`config.mk`:
```
export PLATFORM = sky130hd
export DESIGN_NAME = sat_fault_monitor_flat
export DESIGN_NICKNAME = d
export VERILOG_FILES = /design/src/rtl/sat_fault_monitor_if.sv /design/src/rtl/sat_fault_monitor.sv /design/src/flat_wrapper.sv
export SDC_FILE = /design/constraint.sdc
export NUM_CORES = 1
export LEC_CHECK = 0
export CORE_UTILIZATION = 59
export DETAILED_ROUTE_END_ITERATION = 7
export PLACE_DENSITY = 0.78
export SETUP_SLACK_MARGIN = 0.3
export SLEW_MARGIN = 5
export SYNTH_ARGS = -nofsm -noshare
export SYNTH_HDL_FRONTEND = slang
export SYNTH_SLANG_ARGS = --single-unit
```
`constraint.sdc`:
```
create_clock -name clk -period 4.1 [get_ports clk]
set_input_delay 0.615 -clock clk [delete_from_list [all_inputs] [get_ports clk]]
set_output_delay 0.615 -clock clk [all_outputs]
set_load 0.05 [all_outputs]
```
`src/rtl/sat_fault_monitor_if.sv`:
```
// Health-monitor bus: raw heartbeats and clear in, registered fault indicators out.
interface sat_fault_monitor_if #(
    parameter int CNT_W = 8
);
    logic [2:0]       hb;
    logic             clr;
    logic             I1;
    logic             I2;
    logic             I3;
    logic             fault_any;
    logic [CNT_W-1:0] fault_evt;

    modport master (
        output hb,
        output clr,
        input  I1,
        input  I2,
        input  I3,
        input  fault_any,
        input  fault_evt
    );

    modport slave (
        input  hb,
        input  clr,
        output I1,
        output I2,
        output I3,
        output fault_any,
        output fault_evt
    );
endinterface

```
`src/rtl/sat_fault_monitor.sv`:
```
// Heartbeat watchdog feeding the I1/I2/I3 fault levels of sat_fsm.
//
//   state   | meaning
//   --------+------------------------------------------------------------
//   OK      | heartbeats arriving in time, indicator low
//   FAULT   | watchdog expired, waiting for the first new heartbeat edge
//   RECOVER | heartbeats resumed, counting timely edges before clearing
//
// The watchdog is a down-counter of cycles remaining; it reloads on every
// edge pulse and a fault is declared when it is already at zero with no edge.
module sat_fault_monitor #(
    parameter int TIMEOUT       = 16,
    parameter int RECOVER_EDGES = 4,
    parameter int CNT_W         = 8
) (
    input  logic              clk,
    input  logic              rst_n,
    sat_fault_monitor_if.slave bus
);

    localparam int WD_W  = $clog2(TIMEOUT);
    localparam int REC_W = (RECOVER_EDGES > 1) ? $clog2(RECOVER_EDGES) : 1;
    localparam logic [WD_W-1:0]  WD_LOAD  = WD_W'(TIMEOUT - 1);
    localparam logic [REC_W-1:0] REC_LAST = REC_W'(RECOVER_EDGES - 1);
    localparam logic [CNT_W-1:0] EVT_MAX  = {CNT_W{1'b1}};

    typedef enum logic [1:0] {
        ST_OK      = 2'd0,
        ST_FAULT   = 2'd1,
        ST_RECOVER = 2'd2
    } state_t;

    logic [2:0]       sync1_q, sync1_d;
    logic [2:0]       sync2_q, sync2_d;
    logic [2:0]       hist_q, hist_d;
    logic [2:0]       edge_pulse;
    logic [2:0]       new_fault;
    state_t           state_q [3];
    state_t           state_d [3];
    logic [WD_W-1:0]  wd_q [3];
    logic [WD_W-1:0]  wd_d [3];
    logic [REC_W-1:0] rec_q [3];
    logic [REC_W-1:0] rec_d [3];
    logic [2:0]       flag_q, flag_d;
    logic             any_q, any_d;
    logic [CNT_W-1:0] evt_q, evt_d;
    logic [CNT_W+1:0] evt_sum;

    // State register: synchronisers, channel FSMs, watchdogs and registered outputs.
    always_ff @(posedge clk or negedge rst_n) begin
        if (!rst_n) begin
            sync1_q <= '0;
            sync2_q <= '0;
            hist_q  <= '0;
            for (int c = 0; c < 3; c++) begin
                state_q[c] <= ST_OK;
                wd_q[c]    <= WD_LOAD;
                rec_q[c]   <= '0;
            end
            flag_q <= '0;
            any_q  <= 1'b0;
            evt_q  <= '0;
        end else begin
            sync1_q <= sync1_d;
            sync2_q <= sync2_d;
            hist_q  <= hist_d;
            for (int c = 0; c < 3; c++) begin
                state_q[c] <= state_d[c];
                wd_q[c]    <= wd_d[c];
                rec_q[c]   <= rec_d[c];
            end
            flag_q <= flag_d;
            any_q  <= any_d;
            evt_q  <= evt_d;
        end
    end

    // Next state: edge detect, per-channel watchdog FSM, saturating fault count.
    always_comb begin
        sync1_d    = bus.hb;
        sync2_d    = sync1_q;
        hist_d     = sync2_q;
        edge_pulse = sync2_q ^ hist_q;
        new_fault  = '0;
        for (int c = 0; c < 3; c++) begin
            state_d[c] = state_q[c];
            wd_d[c]    = wd_q[c];
            rec_d[c]   = rec_q[c];
            if (bus.clr) begin
                state_d[c] = ST_OK;
                wd_d[c]    = WD_LOAD;
                rec_d[c]   = '0;
            end else begin
                case (state_q[c])
                    ST_OK: begin
                        if (edge_pulse[c]) begin
                            wd_d[c] = WD_LOAD;
                        end else if (wd_q[c] == '0) begin
                            state_d[c]   = ST_FAULT;
                            wd_d[c]      = WD_LOAD;
                            new_fault[c] = 1'b1;
                        end else begin
                            wd_d[c] = wd_q[c] - WD_W'(1);
                        end
                    end
                    ST_FAULT: begin
                        wd_d[c] = WD_LOAD;
                        if (edge_pulse[c]) begin
                            if (RECOVER_EDGES == 1) begin
                                state_d[c] = ST_OK;
                            end else begin
                                state_d[c] = ST_RECOVER;
                                rec_d[c]   = REC_W'(1);
                            end
                        end
                    end
                    ST_RECOVER: begin
                        if (edge_pulse[c]) begin
                            wd_d[c] = WD_LOAD;
                            if (rec_q[c] == REC_LAST) begin
                                state_d[c] = ST_OK;
                                rec_d[c]   = '0;
                            end else begin
                                rec_d[c] = rec_q[c] + REC_W'(1);
                            end
                        end else if (wd_q[c] == '0) begin
                            // Re-fault while recovering is not a new OK->FAULT event.
                            state_d[c] = ST_FAULT;
                            wd_d[c]    = WD_LOAD;
                            rec_d[c]   = '0;
                        end else begin
                            wd_d[c] = wd_q[c] - WD_W'(1);
                        end
                    end
                    default: begin
                        state_d[c] = ST_OK;
                        wd_d[c]    = WD_LOAD;
                        rec_d[c]   = '0;
                    end
                endcase
            end
        end
        evt_sum = {2'b00, evt_q} + (CNT_W+2)'(new_fault[0])
                + (CNT_W+2)'(new_fault[1]) + (CNT_W+2)'(new_fault[2]);
        if (evt_sum > {2'b00, EVT_MAX}) begin
            evt_d = EVT_MAX;
        end else begin
            evt_d = evt_sum[CNT_W-1:0];
        end
    end

    // Output decode from next state so the indicator flops never see an encoding glitch.
    always_comb begin
        for (int c = 0; c < 3; c++) begin
            flag_d[c] = (state_d[c] != ST_OK);
        end
        any_d = |flag_d;
    end

    assign bus.I1        = flag_q[0];
    assign bus.I2        = flag_q[1];
    assign bus.I3        = flag_q[2];
    assign bus.fault_any = any_q;
    assign bus.fault_evt = evt_q;

endmodule
```
`src/flat_wrapper.sv`:
```
// flat-port wrapper written by rule: the top's interface ports become plain ports
module sat_fault_monitor_flat 
#(
    parameter int TIMEOUT       = 16,
    parameter int RECOVER_EDGES = 4,
    parameter int CNT_W         = 8
)
  (clk, rst_n, bus_hb, bus_clr, bus_I1, bus_I2, bus_I3, bus_fault_any, bus_fault_evt);
  sat_fault_monitor_if #(.CNT_W(CNT_W)) bus_i ();
  input  logic clk;
  input  logic rst_n;
  input wire logic [$bits(bus_i.hb)-1:0] bus_hb;
  input wire logic [$bits(bus_i.clr)-1:0] bus_clr;
  output wire logic [$bits(bus_i.I1)-1:0] bus_I1;
  output wire logic [$bits(bus_i.I2)-1:0] bus_I2;
  output wire logic [$bits(bus_i.I3)-1:0] bus_I3;
  output wire logic [$bits(bus_i.fault_any)-1:0] bus_fault_any;
  output wire logic [$bits(bus_i.fault_evt)-1:0] bus_fault_evt;
  assign bus_i.hb = bus_hb;
  assign bus_i.clr = bus_clr;
  assign bus_I1 = bus_i.I1;
  assign bus_I2 = bus_i.I2;
  assign bus_I3 = bus_i.I3;
  assign bus_fault_any = bus_i.fault_any;
  assign bus_fault_evt = bus_i.fault_evt;
  sat_fault_monitor #(.TIMEOUT(TIMEOUT), .RECOVER_EDGES(RECOVER_EDGES), .CNT_W(CNT_W)) u_core (.clk(clk), .rst_n(rst_n), .bus(bus_i));
endmodule
```
==> results.cfg <==
[synthesis]
yosys.area_share.simple = 0.1995
syn-cell-area_sq_um = 2684
synth_top_area_share = 0.3077
synth.mux.area_fraction = 0.02284
yosysTopAreaCell = dfrtp_1
yosysMostFrequentCell = dfrtp_1
synthArstFlopShare = 1.000
yosys-top-cells-count = 33 x dfrtp_1, 28 x nand2_1, 25 x ha_1
synth_ff_type = dfrtp_1
ys_ff_latch = 45
synth_top_family_by_area = simple AND/OR/NAND/NOR gates
synthXorXnorAreaFrac = 0.06434
yosysWarnings = 0
syn_area_per_cell_sq_um = 10.01
syn_nets = 300
yosys-top-cells-area = dfrtp_1 31%, dfstp_2 12%, ha_1 12%
ys_seq_area_frac = 0.4252
synth_edf_count = 0
synth_cells = 268
yosys.area_share.adder = 0.1240
synth.distinct_cells = 56
synth_compound_area_frac = 0.1221

[worst_hold_path]
hp-class = flip-flop to flip-flop
holdPathEnd = u_core.hist_d[2]
whs_path_depth = 0
worstHoldStart = u_core.sync1_q[2]

[worst_setup_path]
timing.rr.end = u_core.bus.fault_evt[6]
reg2reg_setup_slack_ps = 630
crit_fanout = 5
end_kind = flip-flop
crit_slowest_cell = nor4b_1
path_class = flip-flop to flip-flop
cp.arrival_ps = 3650
cp-start-kind = flip-flop
reg2regPathDepth = 13
worstReg2RegStart = u_core.wd_q[8]
required_ps = 4280
crit_chain = inv_1 > ha_1 > or3b_1 > nor4b_1 > ha_1 > inv_1 > fa_1 > inv_1 > ha_1 > nand2_1 > o22ai_1 > nor4b_2 > o21bai_1
slowest_delay_ps = 550

[clock_network]
ctsHtreeMaxLevel = 2
cts.sinks = 45
ctsResizeCount = 0
hold_buffers = 0
post_cts_buffers = 0
cts-root-buf = clkbuf_8
insertion_delay_ps = 300
cts_tree = yes
cts_buffer_depth = 2
clkSlewWorstSetupHoldPaths_ps = 90
numCtsBuffers = 5

[floorplan]
rows = 24
io_pins = 18
floorplan.die_area_sq_um = 4823
die_w_um = 69.45
coreArea_sq_um = 4354
die_h_um = 69.45
initial_core_util = 0.6164

[grt]
busiest_layer = met2
grt_max_degree = 46
gr-total-overflow = 0
met3_usage = 0.05233
use_met2 = 0.3657
use_met1 = 0.2638
grt_usage = 0.2172
grt_pass1_wl_um = 8390
antenna_found_initial = 0
grt_pass1_vias = 1928

[layout]
fin_util = 0.6830
area_growth_syn_to_layout_pct = 10.82
n_antenna_cell = 0
nNetsFinal = 318
final_layout_size_suffix_gt1_frac = 0.1254

[timing]
rsz0062_at_grt = no
hold_viol = 0
fin_crit_ps = 3472
max_freq_mhz = 288.0
relSlewSlack = 0.3560
finalSetupViolations = 0
maxSlewViolCount = 0
finalClockSkew_ps = 5.154
timing.hold.ws_ps = 353.7
tns_ps = 0
fin_crit_sh = 0.8468
worst_slew_pin_slew_ps = 966.0

[place]
hpwl_um = 3483
portBuffers = 17
gp_congestion = 0.8302

[drt]
via_count = 1934
vias_per_cell = 5.705
drc = 0
finalWirelength_um = 4851
first_pass_iters = 4
ant_nets = 0
wl_per_cell_um = 14.31
drt_iter0_markers = 80

[power_and_ir_drop]
leakage_nw = 1.342
ir_drop_mv = 0.1941
p_per_area_nw_per_um2 = 261.1

[run]
max_cap_violations = 0

[run_status]
status = finished clean
## layout make-up
type	instances	area, sq um
Tap cell	52	65.06
Clock inverter	3	21.27
Fill cell	332	1380
Sequential cell	45	1141
Timing Repair Buffer	18	172.7
Multi-Input combinational cell	196	1430
Inverter	20	75.07
Clock buffer	5	68.82
## cells in the final DEF, fill, tap and decap left out, types with 2 or more instances in the layout
| cell | synthesis | final |
|---|---|---|
| dfrtp_1 | 33 | 33 |
| nand2_1 | 28 | 28 |
| ha_1 | 25 | 25 |
| inv_1 | 20 | 20 |
| nor2_1 | 17 | 17 |
| clkdlybuf4s50_1 | 0 | 16 |
| nor3_1 | 13 | 13 |
| xnor2_1 | 13 | 13 |
| dfstp_2 | 12 | 12 |
| nand3_1 | 9 | 9 |
| a21oi_1 | 9 | 9 |
| mux2i_1 | 5 | 5 |
| o22ai_1 | 5 | 5 |
| clkbuf_8 | 0 | 5 |
| nand2b_1 | 4 | 4 |
| and2_1 | 4 | 4 |
| o21ai_0 | 4 | 4 |
| o21bai_1 | 4 | 4 |
| xor2_1 | 3 | 3 |
| a32oi_1 | 3 | 3 |
| a21boi_0 | 3 | 3 |
| nor2b_1 | 3 | 3 |
| nand3b_1 | 3 | 3 |
| or3b_1 | 2 | 2 |
| xor2_2 | 2 | 2 |
| o211ai_1 | 2 | 2 |
| o21ai_1 | 2 | 2 |
| a31oi_1 | 2 | 2 |
| or4_1 | 2 | 2 |
| and4b_1 | 2 | 2 |
| and3_1 | 2 | 2 |
| or2_2 | 2 | 2 |
## flip-flops by register name (all words and copies together) (netlist names), 3 cells and up
signal                count
u_core.bus.fault_evt      8
u_core.flag_q             3
u_core.hist_d             3
u_core.hist_q             3
u_core.rec_q              6
u_core.state_q            6
u_core.sync1_q            3
u_core.wd_q              12
## worst max-delay path by stage
stage                   startpoint                 endpoint  depth (start not counted)
detailed placement         bus_clr  u_core.bus.fault_evt[6]                         11
floorplan                  bus_clr  u_core.bus.fault_evt[6]                         12
CTS                 u_core.wd_q[8]  u_core.bus.fault_evt[6]                         13
finish              u_core.wd_q[8]  u_core.bus.fault_evt[6]                         13
global placement           bus_clr  u_core.bus.fault_evt[6]                         11
global route        u_core.wd_q[8]  u_core.bus.fault_evt[6]                         13
## logic make-up after synthesis
group           Yosys count
simple gates            101
compound gates           45
flops                    45
buf+inv                  27
fa+ha+maj                26
xor+xnor                 18
mux                       6
## per-layer routing
layer	vias up	part of all wire	routed length [um]
met5	-	0	0
li1	959	-	-
met4	0	0.019	94
met3	10	0.031	152
met2	45	0.49	2392
met1	920	0.46	2211
## power by group
group	total (W)	switching [W]	internal, W	leakage [nW]
combinational	0.0000411	0.0000279	0.0000132	0.731
clock	0.000274	0.000153	0.000121	0.0445
sequential	0.000462	0.00000610	0.000456	0.567
total	0.000777	0.000187	0.000590	1.34
## worst max-delay path: cells and delay by family, from the launching register on
kind            cells  cell delay [ps]
compound gates      2              470
fa+ha+maj           4              980
buf+inv             3              220
flops               1              380
simple gates        4             1310
## through the flow
stage                     power (W)  instances  cell area [sq um]  setup WS, ps
after floorplan           0.0004915        268               2684          1064
after global placement    0.0005103        331               2884         788.7
after detailed placement  0.0005119        331               2884         661.2
after CTS                 0.0007855        339               2974         630.9
after global routing      0.0008069        339               2974         431.6
final                     0.0007766        339               2974         628.1
(Power assumes the default switching activity.)
==> variant, RTL diff (same flow settings) <==
Make the reset (`rst_n`) synchronous in one clocked block.
--- a/src/rtl/sat_fault_monitor.sv
+++ b/src/rtl/sat_fault_monitor.sv
@@ -47,7 +47,7 @@
     logic [CNT_W+1:0] evt_sum;
 
     // State register: synchronisers, channel FSMs, watchdogs and registered outputs.
-    always_ff @(posedge clk or negedge rst_n) begin
+    always_ff @(posedge clk) begin
         if (!rst_n) begin
             sync1_q <= '0;
             sync2_q <= '0;
Behaviour: no difference found for any inputs over 10 cycles, from zero or initial values and one cycle with rst_n low; that may be too few to reach the edited logic, so the function may still have changed.
==> variant against the unedited design <==
  * Fmax is 7.2% higher
  * Critical path depth rose by 2
  * Non-clock buffer count unchanged
  * Power grew 11%
  * Wire length decreased by 9.4%
  * Via count down 1.2%
  * Sequential cell count unchanged
  * Design area decreased by 5.5%
  * Area after synthesis decreased by 8.8%
  * Synthesized cell count is 3.7% higher
  * Worst setup slack better by 230 ps
  * Critical path type unchanged
  * Critical endpoint is now u_core.bus.fault_evt[2]
  * Largest cell class unchanged
==> variant: results <==
critical_path:
  crit_path_max_incr_delay_ps: 400
  path_delay_family: "adder cells"
  critical_path_peak_fanout: 6
  crit_slowest_cell: "fa_1"
  cp.arrival_ps: 3480
run_status:
  status: "completed"
synthesis:
  ys_seq_area_frac: 0.368
  yosys-top-cells-area: "dfxtp_1 (37%), ha_1 (13%), nand2_1 (5.1%), xnor2_1 (4.6%), and2_1 (3.1%)"
  async_flop_share: 0
  synth_common_cells: "dfxtp_1 (45), nand2_1 (33), ha_1 (25)"
  synth_fa_ha_area_frac: 0.136
  synthMuxAreaShare: 0.00869
  yosys_warnings: 0
  synthesis.nets: 310
  synth-compound-area-share: 0.129
  synth-xor-area-share: 0.0807
  synthDistinctLibCells: 48
clock_network:
  clk_path_buf_depth: 2
  post_cts_resized: 0
  post-cts-setup-buffer-count: 0
  htreeDepth: 2
  ctsRootBufferMaster: "clkbuf_8"
global_routing:
  grt_pass1_wl_microns: 7430
  grt_pass1_vias: 1721
  grt_usage: 0.220
  grt_max_degree: 22
  antenna_found_initial: 0
finish:
  drive_gt1_frac: 0.0638
  largest_register: "u_core.wd_q"
  nets: 329
power:
  ir_drop_mv: 0.234
  cellLeakagePower_nw: 1.13
place:
  dpl.hpwl_microns: 3190
  place_congestion: 0.829
  dp_slack_ps: 592
route:
  drtIter0Drc: 84
  wl_microns: 4390
  via_count: 1911
timing:
  worst_pin_slew_ps: 784
  finalClockSkew_ps: 8.62
min_path:
  hp-class: "reg2reg"
==> variant: changes by cell type in the layout (fill, tap and decap cells not counted), moves of 8 or more <==
cell,change
and2_1,+8
dfrtp_1,-33
dfstp_2,-12
dfxtp_1,+45
o21a_1,+8
==> variant: final timing paths <==
check | startpoint | end | slack [ps] | cells past startpoint
worst min-delay path | u_core.wd_q[0][4] | u_core.wd_q[0][4] | 400 | 1
worst max register to register | u_core.wd_q[0][0] | u_core.bus.fault_evt[2] | 860 | 15
worst min register to register | u_core.wd_q[0][4] | u_core.wd_q[0][4] | 400 | 1
worst max-delay path | u_core.wd_q[0][0] | u_core.bus.fault_evt[2] | 860 | 15
==> variant: cells by family after synthesis <==
logic type | Yosys count
compound gates | 49
xor+xnor | 20
fa+ha+maj | 26
buf+inv | 23
flops | 45
mux | 2
simple gates | 113
==> variant: per-stage QoR <==
step | area, sq um | hold slack [ps] | std cells | total power (W)
2_1_floorplan | 2450 | 371 | 278 | 0.000475
3_3_place_gp | 2660 | 383 | 340 | 0.000485
3_5_place_dp | 2660 | 383 | 340 | 0.000485
4_1_cts | 2800 | 402 | 348 | 0.000873
5_1_grt | 2810 | 416 | 348 | 0.000895
6_report | 2810 | 399 | 348 | 0.000864
==> variant: where the power goes <==
| group | switching (W) | internal (W) | total (W) |
|---|---|---|---|
| combinational | 0.0000158 | 0.0000120 | 0.0000278 |
| clock | 0.000147 | 0.000242 | 0.000389 |
| sequential | 0.00000404 | 0.000443 | 0.000447 |
| total | 0.000167 | 0.000697 | 0.000864 |
==> variant: layout make-up <==
type	count	area, sq um
fillers	339	1190
clock buffers	5	68.8
flip-flops and latches	45	901
well taps	50	62.6
repair buffers	18	178
clock inverters	3	65.1
multi-input cells	210	1470
inverters	17	63.8
==> variant: metal layers <==
layer	vias to the layer above	part of all wire	track usage
met5	-	0	0
met4	0	0.017	0.0691
met3	9	0.025	0.0431
met2	29	0.48	0.381
met1	890	0.48	0.273
li1	983	-	-
